[src/rtl/bit_serializer_pkg.sv]
// Shared types and helpers for the parallel-to-serial front end.
package serializer_pkg;

  typedef enum logic {S_IDLE, S_SHIFT} ser_state_e;

  // Bit-counter width; never narrower than one bit.
  function automatic int cnt_width(input int width);
    return (width < 2) ? 1 : $clog2(width);
  endfunction

endpackage

[src/rtl/bit_serializer.sv]
// Accepts WIDTH-bit words over valid/ready and shifts them out one bit per clock,
// with a one-word hold register so consecutive words stream without a gap.
module bit_serializer
  import serializer_pkg::*;
#(
  parameter int WIDTH      = 8,
  parameter bit MSB_FIRST  = 1'b1,
  parameter bit IDLE_LEVEL = 1'b0
) (
  input  logic             clk,
  input  logic             reset,
  input  logic [WIDTH-1:0] in_data,
  input  logic             in_valid,
  output logic             in_ready,
  output logic             bit_out,
  output logic             bit_valid,
  output logic             word_done,
  output logic             busy
);

  localparam int            CW   = cnt_width(WIDTH);
  localparam logic [CW-1:0] LAST = CW'(WIDTH - 1);

  ser_state_e       state, state_n;
  logic [WIDTH-1:0] sh, sh_n;
  logic [WIDTH-1:0] hold, hold_n;
  logic [CW-1:0]    cnt, cnt_n;
  logic             hold_full, hold_full_n;
  logic             accept;
  logic [WIDTH-1:0] sh_shifted;

  // Ready comes straight from a register, so upstream never sees a comb path.
  assign in_ready   = ~hold_full;
  assign accept     = in_valid & in_ready;
  assign sh_shifted = MSB_FIRST ? (sh << 1) : (sh >> 1);

  always_comb begin
    // NOTE: every signal written here gets a default first so no latch is inferred.
    state_n     = state;
    sh_n        = sh;
    cnt_n       = cnt;
    hold_n      = hold;
    hold_full_n = hold_full;
    case (state)
      S_IDLE: begin
        if (accept) begin
          sh_n    = in_data;
          cnt_n   = '0;
          state_n = S_SHIFT;
        end
      end
      S_SHIFT: begin
        if (cnt == LAST) begin
          if (hold_full) begin
            sh_n        = hold;
            hold_full_n = 1'b0;
            cnt_n       = '0;
          end else if (accept) begin
            sh_n  = in_data;
            cnt_n = '0;
          end else begin
            state_n = S_IDLE;
          end
        end else begin
          sh_n  = sh_shifted;
          cnt_n = cnt + CW'(1);
          if (accept) begin
            hold_n      = in_data;
            hold_full_n = 1'b1;
          end
        end
      end
      default: state_n = S_IDLE;
    endcase
  end

  // NOTE: state registers use non-blocking assignments so every flop samples pre-edge values.
  always_ff @(posedge clk) begin
    if (!reset) begin
      state     <= S_IDLE;
      sh        <= '0;
      cnt       <= '0;
      hold      <= '0;
      hold_full <= 1'b0;
    end else begin
      state     <= state_n;
      sh        <= sh_n;
      cnt       <= cnt_n;
      hold      <= hold_n;
      hold_full <= hold_full_n;
    end
  end

  assign bit_valid = (state == S_SHIFT);
  assign word_done = (state == S_SHIFT) && (cnt == LAST);
  assign busy      = (state == S_SHIFT) || hold_full;
  assign bit_out   = (state != S_SHIFT) ? IDLE_LEVEL
                   : (MSB_FIRST ? sh[WIDTH-1] : sh[0]);

endmodule

[config.mk]
export PLATFORM = sky130hd
export DESIGN_NAME = bit_serializer
export DESIGN_NICKNAME = d
export VERILOG_FILES = /design/src/rtl/bit_serializer_pkg.sv /design/src/rtl/bit_serializer.sv
export SDC_FILE = /design/constraint.sdc
export NUM_CORES = 1
export LEC_CHECK = 0
export CAP_MARGIN = 40
export CORE_ASPECT_RATIO = 1.1
export CORE_MARGIN = 2
export CORE_UTILIZATION = 45
export DETAILED_ROUTE_END_ITERATION = 16
export GPL_ROUTABILITY_DRIVEN = 0
export HOLD_SLACK_MARGIN = 0.12
export PLACE_DENSITY = 0.69
export SYNTH_ARGS = -nofsm -noshare
export SYNTH_HDL_FRONTEND = slang
export SYNTH_SLANG_ARGS = --single-unit
[constraint.sdc]
create_clock -name clk -period 3.5 [get_ports clk]
set_input_delay 0.875 -clock clk [delete_from_list [all_inputs] [get_ports clk]]
set_output_delay 0.875 -clock clk [all_outputs]
set_load 0.05 [all_outputs]
### Word-level counts from Yosys, hierarchy flattened

Cells that the tools add are included.

* eq/ne operators: 1
* multipliers: 0
* mux-type cells: 15
* shift-type cells: 0
* divide/modulo/power cells: 0
* order comparisons: 0
* reductions and logical operators: 5
* $add $sub $neg: 1
* bitwise operators: 4

Operators with widths (number)
* 8-bit two-way mux: 3
* 8-bit one-hot mux with 2 select lines: 1
* 3-bit two-way mux: 3
* 1-bit two-way mux: 6
* 3-bit one-hot mux with 2 select lines: 1
* 3-bit by 1-bit adder with 3-bit output, second input constant: 1
* 3-bit == test, second input constant: 1
* 1-bit NOT: 3
* 3-bit AND reduction: 1
* 1-bit one-hot mux with 2 select lines: 1
* 2-bit AND reduction: 1
* 2-bit nonzero test: 1
* 1-bit bitwise AND: 1
* 1-bit logical AND: 1
* 1-bit logical OR: 1

* bits in writable memories: 0
* memories kept: 0
* memory bits (read-only): 0
* register bits: 21
* bits in latches: 0
* output and inout port bits: 5

### Logic depth before layout (Yosys ltp)

Gate-level depths: netlist of run 1.

* word-level depth: 6
* mapped depth: 6
* mapped depth without buffers: 5

### Worst setup path after synthesis of run 1

Ideal clock, no wire load.

* path kind: reg-to-output
* start point: register cnt[0]
* end point: output port word_done
* setup slack: 1208 ps
* data required time: 2625 ps
* arrival: 1417 ps
* stages on the path, launching flop included: 5
* cell sequence: dfxtp_1 > ha_1 > ha_1 > buf_2 > and2_1

* longest elaborated chain between the ends: 2

RTL lines
* from (decl): line bit_serializer.sv:27 `logic [CW-1:0] cnt, cnt_n;`
* from (signal assigned): line bit_serializer.sv:88 `cnt <= cnt_n;`
* 3-bit == test: line bit_serializer.sv:95 `assign word_done = (state == S_SHIFT) && (cnt == LAST);`
* 1-bit logical AND: line bit_serializer.sv:95
* to (decl): line bit_serializer.sv:17 `output logic word_done,`

No other way between the ends.

### Final worst setup path of run 1

Ends and elaborated chain as after synthesis.

==> out/metrics.yaml, run 1 <==
clocking:
  cts_resized: 0
  cts-htree-levels: 1
  clk_pin_slew_ns: 0.11
  cts.path.max_buffers: 2
  numCtsBuffers: 3
  cts-root-buf: "clkbuf_4"
  cts_setup_buffers: 0
  cts.sinks: 21
  clkLatencyLatePin_ns: 0.29
  cts_hold_buf: 0
  cts_tree: "done"
timing:
  fin_skew_ns: 0.00317
  slew_headroom_pct: 56.4
  period_needed_ns: 2.81
  finalHoldViolCount: 0
  timing.final.max_slew_violations: 0
  clock.fmax_mhz: 356
  worst_pin_slew_ns: 0.654
  rsz0062_at_grt: "no"
  setup_viol: 0
  tns_ns: 0
  post-route-period-util_pct: 80.3
yosys:
  ys_ff_latch: 21
  syn_area_um2: 1010
  seq_area_frac_synth_pct: 41.6
  synthDistinctLibCells: 23
  syn_avg_cell_area_um2: 9.54
  syn-num-nets: 120
  yosysWarnings: 0
  synthCells: 106
power_and_ir_drop:
  p_int_w: 0.000339
  leakage_nw: 0.464
  ir_worst_vdd_mv: 0.227
  p_switching_w: 0.000124
  seq_power_share_pct: 57.0
  p_clk_share_pct: 24.3
  finalPower_w: 0.000463
  p_per_area_nw_per_um2: 388
  swShare_pct: 26.7
  p_comb_share_pct: 18.7
worst_hold_path:
  hold_path.class: "flip-flop to flip-flop"
detailed_routing:
  finalWirelength_um: 1940
  vias: 808
  drt-pass1-iter-count: 4
  vias_per_cell: 5.39
  wl_per_cell_um: 13.0
  drt_iter0_markers: 8
  route.detailed.drc: 0
  postRouteAntennaNets: 0
status:
  status: "finished, final reports clean"
setup_path:
  regToRegSetupSlack_ns: 1.66
  path_max_fanout: 3
  critPathBufInv: 1
  required_ns: 2.62
  critical_path.top_delay_family: "buffers and inverters"
  path_cells: "ha_1 > ha_1 > and2_1 > clkdlybuf4s50_1"
  critPathLaunch: "cnt[0]"
  cp.depth: 4
  slowest_stage: "clkdlybuf4s50_1"
  crit_path_end: "word_done"
  arrival_ns: 1.94
  reg2regPathDepth: 5
  rr_startpoint: "cnt[0]"
  crit_top_cell: "ha_1"
  critPathKind: "flip-flop to output port"
  slowest_delay_ns: 0.80
  cp-end-kind: "output port"
  critPathLaunchType: "flip-flop"
  r2r-end: "hold[0]"
floorplan:
  fp.dieW_um: 49.2
  die_area_um2: 2640
  num_rows: 18
  ios: 16
  core-area_um2: 2180
  dieHeight_um: 53.7
  initial_core_util_pct: 46.3
grt:
  grt_max_degree: 18
  grt_pass1_vias: 779
  grt_usage_pct: 16.2
  grt_pass1_wl_um: 3280
  grt_overflow_total: 0
  antenna_found_initial: 0
placed_design:
  hpwlAfterDp_um: 1360
  portBuffers: 15
  dp.cells: 146
final_layout:
  fillCellCount: 233
  multi_input_area_um2: 543
  area_growth_pct: 17.9
  antenna_cells: 0
  layout-drive-gt1-share_pct: 4.17
  stdcell_count: 150
  nets: 135
  regArea_um2: 420
job:
  maxCapViolations: 0
==> stage by stage <==
stage	hold WS (ns)	setup WS, ns	util (%)	area, um2
after floorplan	0.435	1.21	-	1010
after global placement	0.451	1.03	53.4	1170
after detailed placement	0.457	1.02	53.4	1170
after CTS	0.472	0.677	54.6	1190
after global routing	0.510	0.578	54.6	1190
final	0.470	0.689	54.6	1190
==> Yosys cell counts <==
cell,instances,area share [%]
a21boi_1,1,0.74
a21oi_1,3,1.5
a31oi_1,7,4.3
and2_1,3,1.9
and2b_1,1,0.74
and4bb_1,1,1.2
buf_2,2,0.99
buf_4,2,1.5
buf_6,1,1.1
clkbuf_1,1,0.37
dfxtp_1,21,42
ha_1,3,3.7
inv_1,2,0.74
mux2i_1,16,16
nand2_1,7,2.6
nand2b_1,1,0.62
nand3_1,3,1.5
nor2b_1,17,11
o21ai_0,2,0.99
o21ai_1,2,0.99
o21ai_2,1,0.87
o22ai_1,8,5.0
or2b_1,1,0.74
==> how the worst min path moves through the flow <==
stage,to,slack [ns],depth (start not counted),from
2_1_floorplan,cnt[0],0.44,1,cnt[0]
3_3_place_gp,cnt[0],0.45,1,cnt[0]
3_5_place_dp,cnt[0],0.46,1,cnt[0]
4_1_cts,cnt[0],0.47,1,cnt[0]
5_1_grt,cnt[0],0.51,1,cnt[0]
6_report,cnt[0],0.47,1,cnt[0]
==> layout make-up <==
cell class	count	share of cell area [%]
clock buffer	4	2.20
inverter	2	0.630
tap	30	3.15
timing repair buffer	16	13.2
sequential	21	35.3
multi-input combinational	77	45.5
==> logic make-up (layout without fill, tap and decap cells) <==
logic type,after synthesis,in the layout,share of synthesized area (%)
fa+ha+maj,3,3,3.71
flops,21,21,41.6
buf+inv,8,22,4.70
compound gates,24,24,14.4
mux,16,16,15.8
simple gates,34,34,19.8
==> flip-flops by register name (all words and copies together), names as in the netlist <==
signal	count
cnt	3
hold	8
sh	8
hold_full	1
bit_valid	1
==> power by group through the flow <==
stage	clock, W	combinational [W]	sequential (W)
floorplan	0	0.0000622	0.000267
global placement	0	0.0000854	0.000269
detailed placement	0	0.0000870	0.000269
CTS	0.000115	0.0000874	0.000264
global route	0.000124	0.0000952	0.000266
finish	0.000113	0.0000864	0.000264
==> metal layers <==
| metal | GRT usage [%] | vias to the layer above | part of all wire (%) |
|---|---|---|---|
| met5 | 0 | - | 0 |
| met4 | 8.10 | 0 | 0.62 |
| met3 | 1.94 | 2 | 3.1 |
| met2 | 28.4 | 16 | 49 |
| met1 | 20.1 | 384 | 47 |
| li1 | - | 406 | - |
==> cells in the final DEF (no fill, tap or decap), drive strengths merged <==
master / count
a21boi: 1
a21oi: 3
a31oi: 7
and2: 3
and2b: 1
and4bb: 1
buf: 1
clkbuf: 4
clkdlybuf4s50: 15
dfxtp: 21
ha: 3
inv: 2
mux2i: 16
nand2: 7
nand2b: 1
nand3: 3
nor2b: 17
o21ai: 5
o22ai: 8
or2b: 1
No activity file was read; power rests on OpenSTA's default activity.
==> run 2: changes to the inputs <==
--- a/config.mk
+++ b/config.mk
@@ -12,7 +12,7 @@
 export DETAILED_ROUTE_END_ITERATION = 16
 export GPL_ROUTABILITY_DRIVEN = 0
 export HOLD_SLACK_MARGIN = 0.12
-export PLACE_DENSITY = 0.69
+export PLACE_DENSITY = 0.71
 export SYNTH_ARGS = -nofsm -noshare
 export SYNTH_HDL_FRONTEND = slang
 export SYNTH_SLANG_ARGS = --single-unit
==> constraint.sdc (replaced) <==
create_clock -name clk -period 2.35 [get_ports clk]
set_input_delay 0.5875 -clock clk [delete_from_list [all_inputs] [get_ports clk]]
set_output_delay 0.5875 -clock clk [all_outputs]
set_load 0.05 [all_outputs]
==> run 2 against run 1 <==
Against the previous run:
- largest cell class unchanged
- largest power group unchanged
- highest routed layer unchanged
- global-route usage grew 0.79 points
- clock power grew 54%
- sequential share of layout area shrank 1.5 points
- utilization grew 2.3 points
- total power grew 52%
- die area is the same
- sequential cell count is the same
- wire length grew 4.3%
==> out/metrics.yaml, run 2 (synthesis gave the netlist of run 1 again) <==
clocking:
  cts_tree: "done"
  cts_setup_buffers: 0  # unchanged
  cts-root-buf: "clkbuf_4"
  numCtsBuffers: 3  # unchanged
  clk_pin_slew_ns: 0.12  # about the same
  clkLatencyLatePin_ns: 0.30  # about the same
  cts_resized: 0  # unchanged
  cts.sinks: 21  # unchanged
  cts-htree-levels: 1  # unchanged
  cts.path.max_buffers: 2  # unchanged
  cts_hold_buf: 0  # unchanged
timing:
  slew_headroom_pct: 67.2  # +11 points
  clock.fmax_mhz: 459
  post-route-period-util_pct: 92.8
  period_needed_ns: 2.18
  setup_viol: 0  # unchanged
  fin_skew_ns: 0.00319  # +0.0000153 ns
  timing.final.max_slew_violations: 0  # unchanged
  tns_ns: 0  # unchanged
  rsz0062_at_grt: "no"
  worst_pin_slew_ns: 0.491  # -0.162 ns
  finalHoldViolCount: 0  # unchanged
setup_path:
  slowest_stage: "dfxtp_1"
  required_ns: 1.76  # -0.86 ns
  cp-end-kind: "output port"
  critical_path.top_delay_family: "adder cells"
  critPathKind: "flip-flop to output port"
  path_max_fanout: 9  # +6
  path_cells: "ha_1 > ha_1 > buf_4 > and2_1 > buf_12"
  critPathBufInv: 2  # +1
  crit_top_cell: "ha_1"
  critPathLaunchType: "flip-flop"
  arrival_ns: 1.59  # -0.35 ns
  slowest_delay_ns: 0.36  # -0.44 ns
grt:
  antenna_found_initial: 0  # unchanged
  grt_overflow_total: 0  # unchanged
  grt_max_degree: 13  # -5
  grt_usage_pct: 17.0  # +0.79 points
  grt_pass1_vias: 748  # -4.0%
  grt_pass1_wl_um: 3380  # +3.0%
status:
  status: "finished, final reports clean"
floorplan:
  dieHeight_um: 53.7  # unchanged
  initial_core_util_pct: 46.3  # unchanged
  fp.dieW_um: 49.2  # unchanged
  core-area_um2: 2180  # unchanged
  die_area_um2: 2640  # unchanged
  ios: 16  # unchanged
  num_rows: 18  # unchanged
power_and_ir_drop:
  p_per_area_nw_per_um2: 566  # +46%
  ir_worst_vdd_mv: 0.354  # +56%
  leakage_nw: 0.505  # +8.9%
final_layout:
  antenna_cells: 0  # unchanged
  area_growth_pct: 23.0
  final_common_cell: "dfxtp_1"
  reg.largest.list: "hold: 8 flops, sh: 8 flops, cnt: 3 flops"
  fillCellCount: 212  # -9.0%
  layout-drive-gt1-share_pct: 11.9  # +7.7 points
  nets: 141  # +4.4%
  stdcell_area_um2: 1240  # +4.3%
  mostFrequentLayoutCells: "dfxtp_1 (21), nor2b_1 (17), mux2i_1 (16), clkdlybuf4s50_1 (12), buf_4 (9)"
detailed_routing:
  vias: 827  # +2.4%
  drt-pass1-iter-count: 3  # -1
  route.detailed.drc: 0  # unchanged
  drt_iter0_markers: 8  # unchanged
  postRouteAntennaNets: 0  # unchanged
  finalWirelength_um: 2030  # +4.3%
  vias_per_cell: 5.30  # -1.6%
  wl_per_cell_um: 13.0  # +0.31%
job:
  maxCapViolations: 0  # unchanged
worst_hold_path:
  hold_path.class: "flip-flop to flip-flop"
placed_design:
  portBuffers: 15  # unchanged
  post_dp_cell_area_um2: 1220  # +4.3%
  hpwlAfterDp_um: 1480  # +9.3%
==> run 2: final timing paths <==
check | slack (ns) | endpoint | depth (start not counted) | startpoint
min | 0.48 | cnt[1] | 2 | cnt[1]
max | 0.17 | word_done | 5 | cnt[0]
max reg2reg | 0.59 | sh[0] | 6 | cnt[0]
min reg2reg | 0.48 | cnt[1] | 2 | cnt[1]
==> run 2: layout make-up <==
type                       count  area [um2]  area share (%)
sequential                    21         420            33.8
multi-input combinational     77         543            43.7
inverter                       2        7.51           0.604
timing repair buffer          22         208            16.7
clock buffer                   3        22.5            1.81
clock inverter                 1        5.00           0.402
tap                           30        37.5            3.02
==> run 2: power breakdown <==
group	switching [W]	internal, W
Combinational	0.0000740	0.0000686
Sequential	0.0000105	0.000377
Clock	0.000110	0.0000634
Total	0.000195	0.000509
==> run 2: worst min-delay path, delay by kind of cell, from the launching register on <==
kind	cells	cell delay, ns
AO/OA/AOI/OAI	1	0.06
flip-flops	1	0.33
AND/OR/NAND/NOR	1	0.06
==> run 2: metal layers <==
layer  vias up  wire length [um]  GRT usage (%)
li1        415                 -              -
met1       399               962           20.4
met2        11              1010           30.2
met3         2                46           2.50
met4         0                12           8.57
met5         -                 0              0
==> run 2: through the flow <==
step	util (%)	hold WS, ns	worst slack (ns)	total power, W	cells
floorplan	-	0.435	0.346	0.000490	106
global placement	55.7	0.461	0.520	0.000535	152
detailed placement	55.7	0.466	0.488	0.000538	152
CTS	56.9	0.483	0.150	0.000713	156
global route	56.9	0.513	0.0746	0.000742	156
finish	56.9	0.482	0.170	0.000704	156
==> run 3: changes to the inputs <==
--- a/config.mk
+++ b/config.mk
@@ -13,6 +13,7 @@
 export GPL_ROUTABILITY_DRIVEN = 0
 export HOLD_SLACK_MARGIN = 0.12
 export PLACE_DENSITY = 0.71
+export SETUP_SLACK_MARGIN = 0.3
 export SYNTH_ARGS = -nofsm -noshare
 export SYNTH_HDL_FRONTEND = slang
 export SYNTH_SLANG_ARGS = --single-unit
==> run 3 against run 2 <==
Against the previous run:
- cell area is 3.1% higher
- total power is 0.91% higher
- hold slack better by 0.013 ns
==> out/metrics.yaml, run 3 (synthesis gave the netlist of run 1 again) <==
clocking:
  clk_pin_slew_ns: 0.12  # about the same
  cts_hold_buf: 0  # unchanged
  cts-htree-levels: 1  # unchanged
  cts.path.max_buffers: 2  # unchanged
  clkLatencyLatePin_ns: 0.30  # about the same
  cts.sinks: 21  # unchanged
  cts_tree: "done"
  numCtsBuffers: 3  # unchanged
  cts-root-buf: "clkbuf_4"
worst_hold_path:
  min_to: "cnt[1]"
  worstHoldStart: "cnt[1]"
  whs_path_depth: 2  # unchanged
  hold_path.class: "flip-flop to flip-flop"
floorplan:
  die_area_um2: 2640  # unchanged
  dieHeight_um: 53.7  # unchanged
  fp.dieW_um: 49.2  # unchanged
  num_rows: 18  # unchanged
  core-area_um2: 2180  # unchanged
  ios: 16  # unchanged
  initial_core_util_pct: 46.3  # unchanged
setup_path:
  required_ns: 1.76  # about the same
  slowest_delay_ns: 0.36  # about the same
  arrival_ns: 1.40  # -0.19 ns
  critPathLaunchType: "flip-flop"
  regToRegSetupSlack_ns: 0.72  # +0.13 ns
  r2r-end: "sh[0]"
  reg2regPathDepth: 6  # unchanged
  slowest_stage: "dfxtp_2"
  rr_startpoint: "cnt[0]"
  path_cells: "ha_4 > ha_4 > buf_6 > and2_4 > buf_12"
  path_max_fanout: 9  # unchanged
  cp-end-kind: "output port"
  crit_top_cell: "ha_4"
  critPathKind: "flip-flop to output port"
grt:
  antenna_found_initial: 0  # unchanged
  grt_usage_pct: 17.2  # +0.18 points
  grt_overflow_total: 0  # unchanged
  grt_max_degree: 13  # unchanged
  grt_pass1_wl_um: 3390  # +0.38%
  grt_pass1_vias: 749  # +0.13%
power_and_ir_drop:
  leakage_nw: 0.510  # +0.88%
  p_int_w: 0.000510  # +0.31%
  p_per_area_nw_per_um2: 554  # -2.1%
  p_clk_share_pct: 24.9  # +0.2 points
  p_comb_share_pct: 20.4  # about the same
  ir_worst_vdd_mv: 0.353  # -0.40%
  p_switching_w: 0.000200  # +2.5%
  seq_power_share_pct: 54.7  # -0.3 points
  swShare_pct: 28.1  # +0.43 points
final_layout:
  stdcell_area_um2: 1280  # +3.1%
  reg.largest.list: "hold: 8 flops, sh: 8 flops, cnt: 3 flops"
  area_growth_pct: 26.9
  nets: 142  # +0.71%
  final_util_pct: 58.7  # +1.8 points
  final_common_cell: "dfxtp_1"
  stdcell_count: 157  # +0.64%
  layout-drive-gt1-share_pct: 16.5  # +4.6 points
  antenna_cells: 0  # unchanged
  mostFrequentLayoutCells: "dfxtp_1 (19), nor2b_1 (17), mux2i_1 (16), clkdlybuf4s50_1 (10), buf_4 (9)"
detailed_routing:
  wl_per_cell_um: 13.2  # +1.6%
  finalWirelength_um: 2070  # +2.3%
  route.detailed.drc: 0  # unchanged
  vias: 834  # +0.85%
  drt_iter0_markers: 9  # +1
  postRouteAntennaNets: 0  # unchanged
  vias_per_cell: 5.31  # +0.20%
  drt-pass1-iter-count: 2  # -1
job:
  maxCapViolations: 0  # unchanged
timing:
  timing.final.max_slew_violations: 0  # unchanged
  clock.fmax_mhz: 503  # +9.6%
  tns_ns: 0  # unchanged
  rsz0062_at_grt: "no"
  fin_skew_ns: 0.00482  # +0.00163 ns
  fin_ws_ns: 0.360  # +0.191 ns
  worst_pin_slew_ns: 0.485  # -0.00641 ns
  setup_viol: 0  # unchanged
  slew_headroom_pct: 67.8  # +0.66 points
  period_needed_ns: 1.99  # -0.191 ns
  post-route-period-util_pct: 84.7  # -8.1 points
  finalHoldViolCount: 0  # unchanged
placed_design:
  dp.cells: 152  # unchanged
  preCtsSetupSlack_ns: 0.488  # unchanged
  hpwlAfterDp_um: 1480  # unchanged
  portBuffers: 15  # unchanged
  post_dp_cell_area_um2: 1220  # unchanged
status:
  status: "finished, final reports clean"
## run 3: worst max-delay path by stage
stage                        start         to  slack (ns)  cells past startpoint
after floorplan             cnt[0]  word_done        0.35                      4
after global placement    in_valid    hold[7]        0.52                      5
after detailed placement  in_valid    hold[0]        0.49                      5
after CTS                   cnt[1]  word_done        0.27                      5
after global routing        cnt[0]  word_done        0.31                      5
final                       cnt[0]  word_done        0.36                      5
## run 3: final cells by class
cell class                 instances  area (um2)
multi-input combinational         77         571
tap                               30        37.5
inverter                           2        7.51
fill                             208         902
timing repair buffer              23         216
sequential                        21         423
clock inverter                     1        5.00
clock buffer                       3        22.5
## run 3: critical path: cells and delay by family (launching register included)
family | cells | cell delay [ns]
flip-flops | 1 | 0.36
buffers and inverters | 2 | 0.27
AND/OR/NAND/NOR | 1 | 0.14
adder cells (fa/ha/maj) | 2 | 0.33
## run 3: stage by stage
step,hold slack (ns),power [W]
floorplan,0.435,0.000490
global placement,0.461,0.000535
detailed placement,0.466,0.000538
CTS,0.486,0.000714
global route,0.525,0.000746
finish,0.496,0.000710
## run 3: repair_timing
item | CTS | global route
cloned | 0 | 0
buffers inserted | 1 | 0
resized for setup | 6 | 4
pin swaps | 0 | 0
setup endpoints to repair | 3 | 1
## run 3: power by group through the flow
stage	clock network [W]	registers, W	logic (W)
after global placement	0	0.000394	0.000141
after floorplan	0	0.000397	0.0000926
after CTS	0.000182	0.000387	0.000145
final	0.000177	0.000388	0.000145
after detailed placement	0	0.000395	0.000143
after global routing	0.000198	0.000391	0.000157
## run 3: layer usage
layer,up-vias,global-route usage (%),routed length (um)
met1,406,21.1,982
met3,2,2.50,40
met5,-,0,0
met2,9,30.0,1040
li1,417,-,-
met4,0,8.57,13
